<file path="src/rtl/pifo_dequeue_scheduler_if.sv">
// rtl/pifo_dequeue_scheduler_if.sv - dequeue scheduler PIFO/Buffer Manager signal bundle
//
// Ports carried (named from the scheduler's point of view):
//   s_axis_pb_not_empty_array  PIFO block i holds at least one entry
//   s_axis_port_ready_array    egress port i can accept a packet
//   m_axis_to_pb_rd_en_array   one-hot single-cycle pop strobe to the PIFO blocks
//   s_axis_pb_head_valid       popped head entry valid
//   s_axis_pb_packet_addr      popped head packet address
//   s_axis_pb_meta_addr        popped head metadata address
//   m_axis_to_bm_rd_valid      read command valid to the Buffer Manager
//   s_axis_bm_rd_ready         Buffer Manager accepts the read command
//   m_axis_to_bm_packet_addr   latched packet address
//   m_axis_to_bm_meta_addr     latched metadata address
//   m_axis_to_bm_port          granted port index
//   s_axis_bm_rd_done          last beat of the packet has been sent
//   m_axis_busy                scheduler is not idle
//   m_axis_head_timeout        single-cycle pulse when a grant is abandoned
// Modports: master = scheduler side, slave = PIFO blocks / Buffer Manager side.
interface pifo_dequeue_scheduler_if #(
  parameter int PIFO_BLOCK_NUM      = 5,
  parameter int PACKET_BUFFER_WIDTH = 11,
  parameter int META_BUFFER_WIDTH   = 11
);
  localparam int PORT_WIDTH = (PIFO_BLOCK_NUM > 1) ? $clog2(PIFO_BLOCK_NUM) : 1;

  logic [PIFO_BLOCK_NUM-1:0]      s_axis_pb_not_empty_array;
  logic [PIFO_BLOCK_NUM-1:0]      s_axis_port_ready_array;
  logic [PIFO_BLOCK_NUM-1:0]      m_axis_to_pb_rd_en_array;
  logic                           s_axis_pb_head_valid;
  logic [PACKET_BUFFER_WIDTH-1:0] s_axis_pb_packet_addr;
  logic [META_BUFFER_WIDTH-1:0]   s_axis_pb_meta_addr;
  logic                           m_axis_to_bm_rd_valid;
  logic                           s_axis_bm_rd_ready;
  logic [PACKET_BUFFER_WIDTH-1:0] m_axis_to_bm_packet_addr;
  logic [META_BUFFER_WIDTH-1:0]   m_axis_to_bm_meta_addr;
  logic [PORT_WIDTH-1:0]          m_axis_to_bm_port;
  logic                           s_axis_bm_rd_done;
  logic                           m_axis_busy;
  logic                           m_axis_head_timeout;

  modport master (
    input  s_axis_pb_not_empty_array, s_axis_port_ready_array,
    input  s_axis_pb_head_valid, s_axis_pb_packet_addr, s_axis_pb_meta_addr,
    input  s_axis_bm_rd_ready, s_axis_bm_rd_done,
    output m_axis_to_pb_rd_en_array, m_axis_to_bm_rd_valid,
    output m_axis_to_bm_packet_addr, m_axis_to_bm_meta_addr, m_axis_to_bm_port,
    output m_axis_busy, m_axis_head_timeout
  );

  modport slave (
    output s_axis_pb_not_empty_array, s_axis_port_ready_array,
    output s_axis_pb_head_valid, s_axis_pb_packet_addr, s_axis_pb_meta_addr,
    output s_axis_bm_rd_ready, s_axis_bm_rd_done,
    input  m_axis_to_pb_rd_en_array, m_axis_to_bm_rd_valid,
    input  m_axis_to_bm_packet_addr, m_axis_to_bm_meta_addr, m_axis_to_bm_port,
    input  m_axis_busy, m_axis_head_timeout
  );
endinterface

</file>
<file path="src/rtl/pifo_dequeue_scheduler.sv">
// rtl/pifo_dequeue_scheduler.sv - PIFO dequeue scheduler, one packet outstanding
//
// Picks the next PIFO block to serve, pops its head entry, forwards the
// packet/metadata addresses to the Buffer Manager read port and waits for the
// packet to finish before granting again.
// Ports:
//   clk    sole clock, rising edge
//   reset  synchronous, active-low
//   bus    pifo_dequeue_scheduler_if.master (PIFO pop, head entry, BM read command,
//          busy and head-timeout status)
// Build option: PIFO_DEQ_STRICT_PRIO_EN selects lowest-index-first arbitration
// instead of round-robin.
module pifo_dequeue_scheduler #(
  parameter int PIFO_BLOCK_NUM      = 5,
  parameter int PACKET_BUFFER_WIDTH = 11,
  parameter int META_BUFFER_WIDTH   = 11,
  parameter int HEAD_TIMEOUT        = 16
) (
  input logic                      clk,
  input logic                      reset,
  pifo_dequeue_scheduler_if.master bus
);
  localparam int PORT_WIDTH = (PIFO_BLOCK_NUM > 1) ? $clog2(PIFO_BLOCK_NUM) : 1;

  typedef enum logic [2:0] {IDLE, POP, WAIT_HEAD, ISSUE, WAIT_DONE} state_t;

  state_t                         state_q, state_d;
  logic [PORT_WIDTH-1:0]          grant_ptr_q, grant_ptr_d;
  logic [7:0]                     timeout_cnt_q, timeout_cnt_d;
  logic [PIFO_BLOCK_NUM-1:0]      rd_en_q, rd_en_d;
  logic                           rd_valid_q, rd_valid_d;
  logic [PACKET_BUFFER_WIDTH-1:0] packet_addr_q, packet_addr_d;
  logic [META_BUFFER_WIDTH-1:0]   meta_addr_q, meta_addr_d;
  logic [PORT_WIDTH-1:0]          port_q, port_d;
  logic                           busy_q, busy_d;
  logic                           head_timeout_q, head_timeout_d;

  logic [PIFO_BLOCK_NUM-1:0]      eligible;
  logic [PORT_WIDTH-1:0]          winner;
  logic                           winner_found;

  assign eligible = bus.s_axis_pb_not_empty_array & bus.s_axis_port_ready_array;

`ifdef PIFO_DEQ_STRICT_PRIO_EN
  // Scan from the top down so the lowest eligible index is the last assignment.
  always_comb begin
    winner       = grant_ptr_q;
    winner_found = 1'b0;
    for (int i = PIFO_BLOCK_NUM - 1; i >= 0; i--) begin
      if (eligible[i]) begin
        winner       = PORT_WIDTH'(i);
        winner_found = 1'b1;
      end
    end
  end
`else
  logic [PORT_WIDTH:0] scan_idx;

  // Candidates are grant_ptr+1 .. grant_ptr+N (mod N). Scanning the offsets in
  // descending order leaves the nearest eligible block after grant_ptr as the
  // winner; offset N revisits the last grant when it is the only eligible one.
  always_comb begin
    winner       = grant_ptr_q;
    winner_found = 1'b0;
    scan_idx     = '0;
    for (int i = PIFO_BLOCK_NUM; i >= 1; i--) begin
      scan_idx = {1'b0, grant_ptr_q} + (PORT_WIDTH + 1)'(i);
      if (scan_idx >= (PORT_WIDTH + 1)'(PIFO_BLOCK_NUM)) begin
        scan_idx = scan_idx - (PORT_WIDTH + 1)'(PIFO_BLOCK_NUM);
      end
      if (eligible[scan_idx[PORT_WIDTH-1:0]]) begin
        winner       = scan_idx[PORT_WIDTH-1:0];
        winner_found = 1'b1;
      end
    end
  end
`endif

  // Next-state and next-output logic; every output is registered from its _d value.
  always_comb begin
    state_d        = state_q;
    grant_ptr_d    = grant_ptr_q;
    timeout_cnt_d  = timeout_cnt_q;
    rd_en_d        = '0;
    rd_valid_d     = rd_valid_q;
    packet_addr_d  = packet_addr_q;
    meta_addr_d    = meta_addr_q;
    port_d         = port_q;
    head_timeout_d = 1'b0;

    case (state_q)
      IDLE: begin
        if (winner_found) begin
          grant_ptr_d = winner;
          rd_en_d     = PIFO_BLOCK_NUM'(1) << winner;
          state_d     = POP;
        end
      end
      POP: begin
        timeout_cnt_d = '0;
        state_d       = WAIT_HEAD;
      end
      WAIT_HEAD: begin
        if (bus.s_axis_pb_head_valid) begin
          packet_addr_d = bus.s_axis_pb_packet_addr;
          meta_addr_d   = bus.s_axis_pb_meta_addr;
          port_d        = grant_ptr_q;
          rd_valid_d    = 1'b1;
          state_d       = ISSUE;
        end else if (timeout_cnt_q == 8'(HEAD_TIMEOUT - 1)) begin
          // grant_ptr keeps the abandoned block so the next scan starts after it.
          head_timeout_d = 1'b1;
          state_d        = IDLE;
        end else begin
          timeout_cnt_d = timeout_cnt_q + 8'd1;
        end
      end
      ISSUE: begin
        if (bus.s_axis_bm_rd_ready) begin
          rd_valid_d = 1'b0;
          state_d    = WAIT_DONE;
        end
      end
      WAIT_DONE: begin
        if (bus.s_axis_bm_rd_done) begin
          state_d = IDLE;
        end
      end
      default: begin
        state_d = IDLE;
      end
    endcase

    busy_d = (state_d != IDLE);
  end

  always_ff @(posedge clk) begin
    if (!reset) begin
      state_q        <= IDLE;
      grant_ptr_q    <= PORT_WIDTH'(PIFO_BLOCK_NUM - 1);
      timeout_cnt_q  <= '0;
      rd_en_q        <= '0;
      rd_valid_q     <= 1'b0;
      packet_addr_q  <= '0;
      meta_addr_q    <= '0;
      port_q         <= '0;
      busy_q         <= 1'b0;
      head_timeout_q <= 1'b0;
    end else begin
      state_q        <= state_d;
      grant_ptr_q    <= grant_ptr_d;
      timeout_cnt_q  <= timeout_cnt_d;
      rd_en_q        <= rd_en_d;
      rd_valid_q     <= rd_valid_d;
      packet_addr_q  <= packet_addr_d;
      meta_addr_q    <= meta_addr_d;
      port_q         <= port_d;
      busy_q         <= busy_d;
      head_timeout_q <= head_timeout_d;
    end
  end

  assign bus.m_axis_to_pb_rd_en_array = rd_en_q;
  assign bus.m_axis_to_bm_rd_valid    = rd_valid_q;
  assign bus.m_axis_to_bm_packet_addr = packet_addr_q;
  assign bus.m_axis_to_bm_meta_addr   = meta_addr_q;
  assign bus.m_axis_to_bm_port        = port_q;
  assign bus.m_axis_busy              = busy_q;
  assign bus.m_axis_head_timeout      = head_timeout_q;
endmodule

</file>
<file path="src/flat_wrapper.sv">
// flat-port wrapper written by rule: the top's interface ports become plain ports
module pifo_dequeue_scheduler_flat 
#(
  parameter int PIFO_BLOCK_NUM      = 5,
  parameter int PACKET_BUFFER_WIDTH = 11,
  parameter int META_BUFFER_WIDTH   = 11,
  parameter int HEAD_TIMEOUT        = 16
)
  (clk, reset, bus_s_axis_pb_not_empty_array, bus_s_axis_port_ready_array, bus_s_axis_pb_head_valid, bus_s_axis_pb_packet_addr, bus_s_axis_pb_meta_addr, bus_s_axis_bm_rd_ready, bus_s_axis_bm_rd_done, bus_m_axis_to_pb_rd_en_array, bus_m_axis_to_bm_rd_valid, bus_m_axis_to_bm_packet_addr, bus_m_axis_to_bm_meta_addr, bus_m_axis_to_bm_port, bus_m_axis_busy, bus_m_axis_head_timeout);
  pifo_dequeue_scheduler_if #(.PIFO_BLOCK_NUM(PIFO_BLOCK_NUM), .PACKET_BUFFER_WIDTH(PACKET_BUFFER_WIDTH), .META_BUFFER_WIDTH(META_BUFFER_WIDTH)) bus_i ();
  input logic clk;
  input logic reset;
  input wire logic [$bits(bus_i.s_axis_pb_not_empty_array)-1:0] bus_s_axis_pb_not_empty_array;
  input wire logic [$bits(bus_i.s_axis_port_ready_array)-1:0] bus_s_axis_port_ready_array;
  input wire logic [$bits(bus_i.s_axis_pb_head_valid)-1:0] bus_s_axis_pb_head_valid;
  input wire logic [$bits(bus_i.s_axis_pb_packet_addr)-1:0] bus_s_axis_pb_packet_addr;
  input wire logic [$bits(bus_i.s_axis_pb_meta_addr)-1:0] bus_s_axis_pb_meta_addr;
  input wire logic [$bits(bus_i.s_axis_bm_rd_ready)-1:0] bus_s_axis_bm_rd_ready;
  input wire logic [$bits(bus_i.s_axis_bm_rd_done)-1:0] bus_s_axis_bm_rd_done;
  output wire logic [$bits(bus_i.m_axis_to_pb_rd_en_array)-1:0] bus_m_axis_to_pb_rd_en_array;
  output wire logic [$bits(bus_i.m_axis_to_bm_rd_valid)-1:0] bus_m_axis_to_bm_rd_valid;
  output wire logic [$bits(bus_i.m_axis_to_bm_packet_addr)-1:0] bus_m_axis_to_bm_packet_addr;
  output wire logic [$bits(bus_i.m_axis_to_bm_meta_addr)-1:0] bus_m_axis_to_bm_meta_addr;
  output wire logic [$bits(bus_i.m_axis_to_bm_port)-1:0] bus_m_axis_to_bm_port;
  output wire logic [$bits(bus_i.m_axis_busy)-1:0] bus_m_axis_busy;
  output wire logic [$bits(bus_i.m_axis_head_timeout)-1:0] bus_m_axis_head_timeout;
  assign bus_i.s_axis_pb_not_empty_array = bus_s_axis_pb_not_empty_array;
  assign bus_i.s_axis_port_ready_array = bus_s_axis_port_ready_array;
  assign bus_i.s_axis_pb_head_valid = bus_s_axis_pb_head_valid;
  assign bus_i.s_axis_pb_packet_addr = bus_s_axis_pb_packet_addr;
  assign bus_i.s_axis_pb_meta_addr = bus_s_axis_pb_meta_addr;
  assign bus_i.s_axis_bm_rd_ready = bus_s_axis_bm_rd_ready;
  assign bus_i.s_axis_bm_rd_done = bus_s_axis_bm_rd_done;
  assign bus_m_axis_to_pb_rd_en_array = bus_i.m_axis_to_pb_rd_en_array;
  assign bus_m_axis_to_bm_rd_valid = bus_i.m_axis_to_bm_rd_valid;
  assign bus_m_axis_to_bm_packet_addr = bus_i.m_axis_to_bm_packet_addr;
  assign bus_m_axis_to_bm_meta_addr = bus_i.m_axis_to_bm_meta_addr;
  assign bus_m_axis_to_bm_port = bus_i.m_axis_to_bm_port;
  assign bus_m_axis_busy = bus_i.m_axis_busy;
  assign bus_m_axis_head_timeout = bus_i.m_axis_head_timeout;
  pifo_dequeue_scheduler #(.PIFO_BLOCK_NUM(PIFO_BLOCK_NUM), .PACKET_BUFFER_WIDTH(PACKET_BUFFER_WIDTH), .META_BUFFER_WIDTH(META_BUFFER_WIDTH), .HEAD_TIMEOUT(HEAD_TIMEOUT)) u_core (.clk(clk), .reset(reset), .bus(bus_i));
endmodule
</file>
<file path="config.mk">
export PLATFORM = sky130hd
export DESIGN_NAME = pifo_dequeue_scheduler_flat
export DESIGN_NICKNAME = d
export VERILOG_FILES = /design/src/rtl/pifo_dequeue_scheduler_if.sv /design/src/rtl/pifo_dequeue_scheduler.sv /design/src/flat_wrapper.sv
export SDC_FILE = /design/constraint.sdc
export NUM_CORES = 1
export LEC_CHECK = 0
export CELL_PAD_IN_SITES_DETAIL_PLACEMENT = 0
export CELL_PAD_IN_SITES_GLOBAL_PLACEMENT = 2
export CORE_MARGIN = 2
export CORE_UTILIZATION = 29
export DETAILED_ROUTE_END_ITERATION = 12
export HOLD_SLACK_MARGIN = 0.06
export PLACE_DENSITY = 0.83
export SYNTH_ARGS = -nofsm -noshare
export SYNTH_HDL_FRONTEND = slang
export SYNTH_SLANG_ARGS = --single-unit
export TNS_END_PERCENT = 10
</file>
<file path="constraint.sdc">
create_clock -name clk -period 4.5 [get_ports clk]
set_input_delay 1.35 -clock clk [delete_from_list [all_inputs] [get_ports clk]]
set_output_delay 1.35 -clock clk [all_outputs]
set_load 0.005 [all_outputs]
</file>
### Yosys cells after proc, flatten, opt, wreduce, memory -nomap -nowiden

Index checks and enable logic that the tools add are counted.

| word-level totals | value |
|---|---|
| output and inout port bits | 33 |
| logic and storage cells | 92 |
| register bits | 47 |

| cells by class | value |
|---|---|
| muxes and demuxes | 38 |
| bitwise logic cells | 3 |
| shift-type cells | 1 |
| reductions and logical operators | 10 |
| equality and inequality tests | 9 |
| add/sub/neg operators | 11 |
| $lt $le $gt $ge | 10 |

Operator list:

| operator | number |
|---|---|
| $mux W3 | 15 |
| $ge A4 B3 Y1 const B | 5 |
| $lt A3 B4 Y1 const B | 5 |
| $mux W8 | 2 |
| $pmux W8 S2 | 1 |
| $bmux W1 S3 | 5 |
| $pmux W3 S5 | 1 |
| $sub A3 B3 Y3 const B | 5 |
| $mux W1 | 13 |
| $reduce_and A3 Y1 | 3 |
| $add A3 B2 Y4 const B | 2 |
| $add A3 B3 Y4 const B | 2 |
| $add A8 B1 Y8 const B | 1 |
| $eq A8 B4 Y1 const B | 1 |
| $ne A2 B2 Y1 const B | 4 |
| $eq A3 B2 Y1 const B | 2 |
| $and A5 B5 Y5 | 1 |
| $shl A1 B3 Y5 const A | 1 |
| $add A3 B1 Y4 const B | 1 |
| $reduce_and A2 Y1 | 2 |
| $reduce_bool A2 Y1 | 2 |
| $eq A3 B1 Y1 const B | 1 |
| $eq A3 B3 Y1 const B | 1 |
| $logic_not A3 Y1 | 1 |
| 4 further kinds | 5 |

### Depth between registers and ports, before layout

| logic depth | value |
|---|---|
| depth in word-level cells | 13 |
| mapped depth | 14 |
| mapped depth without buffers | 12 |

### Worst setup path before layout

Ideal clock, no wire load.

| timing | value |
|---|---|
| kind | register -> register |
| start point | register u_core.grant_ptr_q[2] |
| end point | register u_core.grant_ptr_q[0] |
| path slack | 1.244 ns |
| data arrival time | 3.139 ns |
| library setup time | 0.117 ns |
| cell stages (with the launch flop) | 13 |
| clock period less this slack | 3.256 ns |
| path buffers | 2 |
| cell sequence | dfxtp_1 > buf_4 > buf_2 > inv_1 > ha_1 > or3b_1 > a21oi_1 > mux2_2 > o31a_1 > and4_1 > a311oi_2 > nand2b_1 > a32o_1 |

| on the way | value |
|---|---|
| longest elaborated chain between the ends | 11 |
| elaborated cells on any way between the ends | 41 |
| classes of those cells | 10 x add/sub; 5 x order compare; 25 x mux; 1 x reduce/logical |

RTL lines:

| what | line | text |
|---|---|---|
| from (decl) | pifo_dequeue_scheduler.sv:28 | `logic [PORT_WIDTH-1:0] grant_ptr_q, grant_ptr_d;` |
| from (signal assigned) | pifo_dequeue_scheduler.sv:140 | `grant_ptr_q <= PORT_WIDTH'(PIFO_BLOCK_NUM - 1);` |
| from (signal assigned) | pifo_dequeue_scheduler.sv:151 | `grant_ptr_q <= grant_ptr_d;` |
| $add A3 B3 Y4 | pifo_dequeue_scheduler.sv:67 | `scan_idx = {1'b0, grant_ptr_q} + (PORT_WIDTH + 1)'(i);` |
| $ge A4 B3 Y1 / $sub A3 B3 Y3 (equally long branches) | pifo_dequeue_scheduler.sv:68, pifo_dequeue_scheduler.sv:69 |  |
| $mux W3 | pifo_dequeue_scheduler.sv:68 | `if (scan_idx >= (PORT_WIDTH + 1)'(PIFO_BLOCK_NUM)) begin` |
| $bmux W1 S3 | pifo_dequeue_scheduler.sv:71 | `if (eligible[scan_idx[PORT_WIDTH-1:0]]) begin` |
| $mux W1 (implied by the code) | pifo_dequeue_scheduler.sv:71 |  |
| $mux W1 (5 in a row) | pifo_dequeue_scheduler.sv:71 |  |
| $reduce_and A2 Y1 (no source line) | - |  |

Several ways; a longest one is shown, not always the timed one. The select of a mux whose other input is x is not followed.
A chain may end at the register's enable or synchronous reset.

### Worst setup path after layout

| timing | value |
|---|---|
| start point | register u_core.grant_ptr_q[1] |
| end point | register u_core.grant_ptr_q[0] |

Same word-level chain as after synthesis.

==> metrics <==
status=finished clean; crit-path cells=ha_1 -> or3b_1 -> a21oi_1 -> mux2_2 -> o31a_1 -> and4_1 -> a311oi_2 -> nand2b_1 -> a32o_1; Placer Congestion=0.971; DIE AREA=11400 µm²; standard-cell rows=37; CTS Hold Bufs=0; port bufs=69; diode count=0; via count=between 2k and 3k; num ports=70; register area=between 900 and 1000 µm²; share of cells above drive strength 1=slightly above 6%; Layout Nets=just under 500; crit path max fanout=12; Slew @ Worst Pin=0.921 ns; Multi-input gate area=around 2000 µm²; Post-Syn Area per Cell=approximately 8 µm²; vias per std cell=~5; total track usage=between 10% and 20%; CTS root buffer=clkbuf_8; WL/cell=around 15 µm; clock buffer count from CTS=5; cell family with most CP delay=compound AO/OA/AOI/OAI gates; Commonest cells post-synth=nand2_1, dfxtp_1, a21boi_0; register area share after synthesis=30.6%; Min-Delay Path Class=flop to flop; Post-Route WL=8.64 mm; largest net degree at the start of global routing=37; final setup fails=0; Core ar.=just over 10000 µm²; Post-synth top flop=dfxtp_1; first-pass GRT wire length=14.2 mm; RSZ-0062 raised after global routing=no; Skew-Pair Late Insertion Delay=just under 0.3 ns; H-tree levels=2; Worst Path Buf+Inv=0; TritonCTS Sinks=47; synthesized flop and latch total=between 40 and 50; Tmin final=between 3 and 4 ns; vias in the first global route=about 2.8k; synth unique cells=between 60 and 70; Arr. time, crit path=3.81 ns; Setup Buffers After CTS=0; fillers=approximately 1.1k; slew margin rel.=roughly two fifths; most common cell in the netlist=nand2_1; Pwr Density=roughly 450 nW/µm²; Max-cap violations=0; ys async rst share=0%; Setup CP Type=flop to flop; Leak=0.00137 µW; Synth area leaders=dfxtp_1, nand2_1, a21boi_0; Worst setup EP type=flop; initial antenna violation count=0; critical path's slowest cell=dfxtp_1; P&R area growth vs syn=28.4%; starting density of the core=between 20% and 30%; Mapped Cells=~380; synth warn=0; Synth area leader=dfxtp_1; # placed instances=approximately 570; post-layout util=a little under two fifths; slowest stage delay, CP=between 0.6 and 0.7 ns; # resized after CTS=0; critical path launch point type=flop; HPWL after DPL=between 6 and 7 mm; Req. time, crit path=4.69 ns; Netlist Area Pre-Place=slightly above 3000 µm²; Detail Route Antenna Nets=0; total gr overflow=0; Finished Layout Cells=roughly 580; Chip Width=107 µm; Max Fclk=approximately 0.28 GHz; Clock Pin Slew Worst Setup and Hold Paths=~0.09 ns; setup_tns=0 ns; CTS tree=built; Post-synth EDFFs=0; setup skew after layout=approximately 0.0073 ns; DRC=0; clock buffer depth=2; Iter 0 DRT Violations=250; top-area cell type share of the netlist area=30.6%; Final Cycle Share=80.5%; Max Slew Vio Count=0; Synthesized Nets=around 430; maximum VDD drop=~170 µV; Fin. Hold Viols=0; Die H=107 µm; Pre-antenna DRT Iters=4
[metrics by stage]
stage / hold WS, ns / total power, µW / setup slack [ns] / instance area, µm²
5_1_grt: 0.486 / 1940 / 0.586 / 3950
6_report: 0.467 / 1780 / 0.880 / 3950
2_1_floorplan: 0.460 / 1230 / 1.24 / 3070
4_1_cts: 0.469 / 1790 / 0.877 / 3950
3_5_place_dp: 0.456 / 1530 / 0.725 / 3860
3_3_place_gp: 0.449 / 1540 / 0.732 / 3860
[worst min-delay path: stages, from the launching register on]
cell and delay [ns]:
dfxtp_1 0.32, nand2_1 0.05, a21boi_0 0.06
[layer usage]
layer / share of wire (%) / global-route usage [%] / vias to the layer above
li1: - / - / 1501
met2: 48 / 25.5 / 89
met5: 0 / 0 / -
met3: 4.4 / 2.25 / 4
met1: 47 / 21.1 / 1370
met4: 0.66 / 2.97 / 0
[registers in the layout, indices dropped and copies added (netlist names)]
signal and cells:
u_core.bus.m_axis_head_timeout 1, u_core.state_q 3, u_core.bus.m_axis_to_bm_port 3, u_core.bus.m_axis_to_bm_meta_addr 11, u_core.bus.m_axis_busy 1, u_core.bus.m_axis_to_pb_rd_en_array 5, u_core.timeout_cnt_q 8, u_core.bus.m_axis_to_bm_packet_addr 11
u_core.grant_ptr_q 3, u_core.bus.m_axis_to_bm_rd_valid 1
[kinds of logic after synthesis]
kind of cell / after synthesis / share of synthesized area (%)
flops: 47 / 30.6
xor+xnor: 10 / 2.85
simple gates: 177 / 29.6
buf+inv: 28 / 4.03
mux: 5 / 1.67
fa+ha+maj: 13 / 5.54
compound gates: 104 / 25.7
[path summary, 6_finish.rpt]
kind | to | depth (start not counted) | from | slack [ns]
hold reg to reg | u_core.bus.m_axis_to_bm_port[2] | 2 | u_core.bus.m_axis_to_bm_port[2] | 0.47
setup / recovery | u_core.grant_ptr_q[0] | 9 | u_core.grant_ptr_q[1] | 0.88
setup reg to reg | u_core.grant_ptr_q[0] | 9 | u_core.grant_ptr_q[1] | 0.88
hold / removal | u_core.bus.m_axis_to_bm_port[2] | 2 | u_core.bus.m_axis_to_bm_port[2] | 0.47
[report_power, final]
group	total, µW	internal (µW)	switching, µW
clock	250	107	143
combinational	1000	445	559
sequential	529	477	52.0
total	1780	1030	754
[cells in the final DEF (no fill, tap or decap), types with 3 or more instances in the layout]
| cell type | n |
|---|---|
| clkbuf_8 | 5 |
| a211oi_1 | 4 |
| o211ai_1 | 6 |
| nor3b_2 | 3 |
| nand2b_1 | 12 |
| a31oi_1 | 3 |
| mux2i_1 | 4 |
| dfxtp_1 | 47 |
| xor2_1 | 6 |
| o21ai_0 | 11 |
| nor2_1 | 18 |
| nand2_1 | 72 |
| a22o_1 | 3 |
| o311ai_0 | 3 |
| a21oi_1 | 11 |
| ha_1 | 12 |
| buf_4 | 3 |
| a21boi_0 | 28 |
| nand4_1 | 6 |
| or2_2 | 4 |
| nand3b_1 | 4 |
| inv_1 | 7 |
| and3_1 | 4 |
| a31o_2 | 3 |
| xnor2_1 | 4 |
| clkdlybuf4s50_1 | 69 |
| nor2b_1 | 9 |
| o21a_1 | 4 |
| and4_1 | 3 |
| or3_1 | 5 |
| and2_1 | 8 |
| nor3_1 | 11 |
| nand3_1 | 9 |
[final cells by class]
class	count	area share, %
sequential	47	23.8
multi-input combinational	309	50.9
timing repair buffer	72	18.1
clock buffer	5	1.74
clock inverter	2	0.349
inverter	8	0.761
tap	136	4.31
No activity file was read; power rests on OpenSTA's default activity.
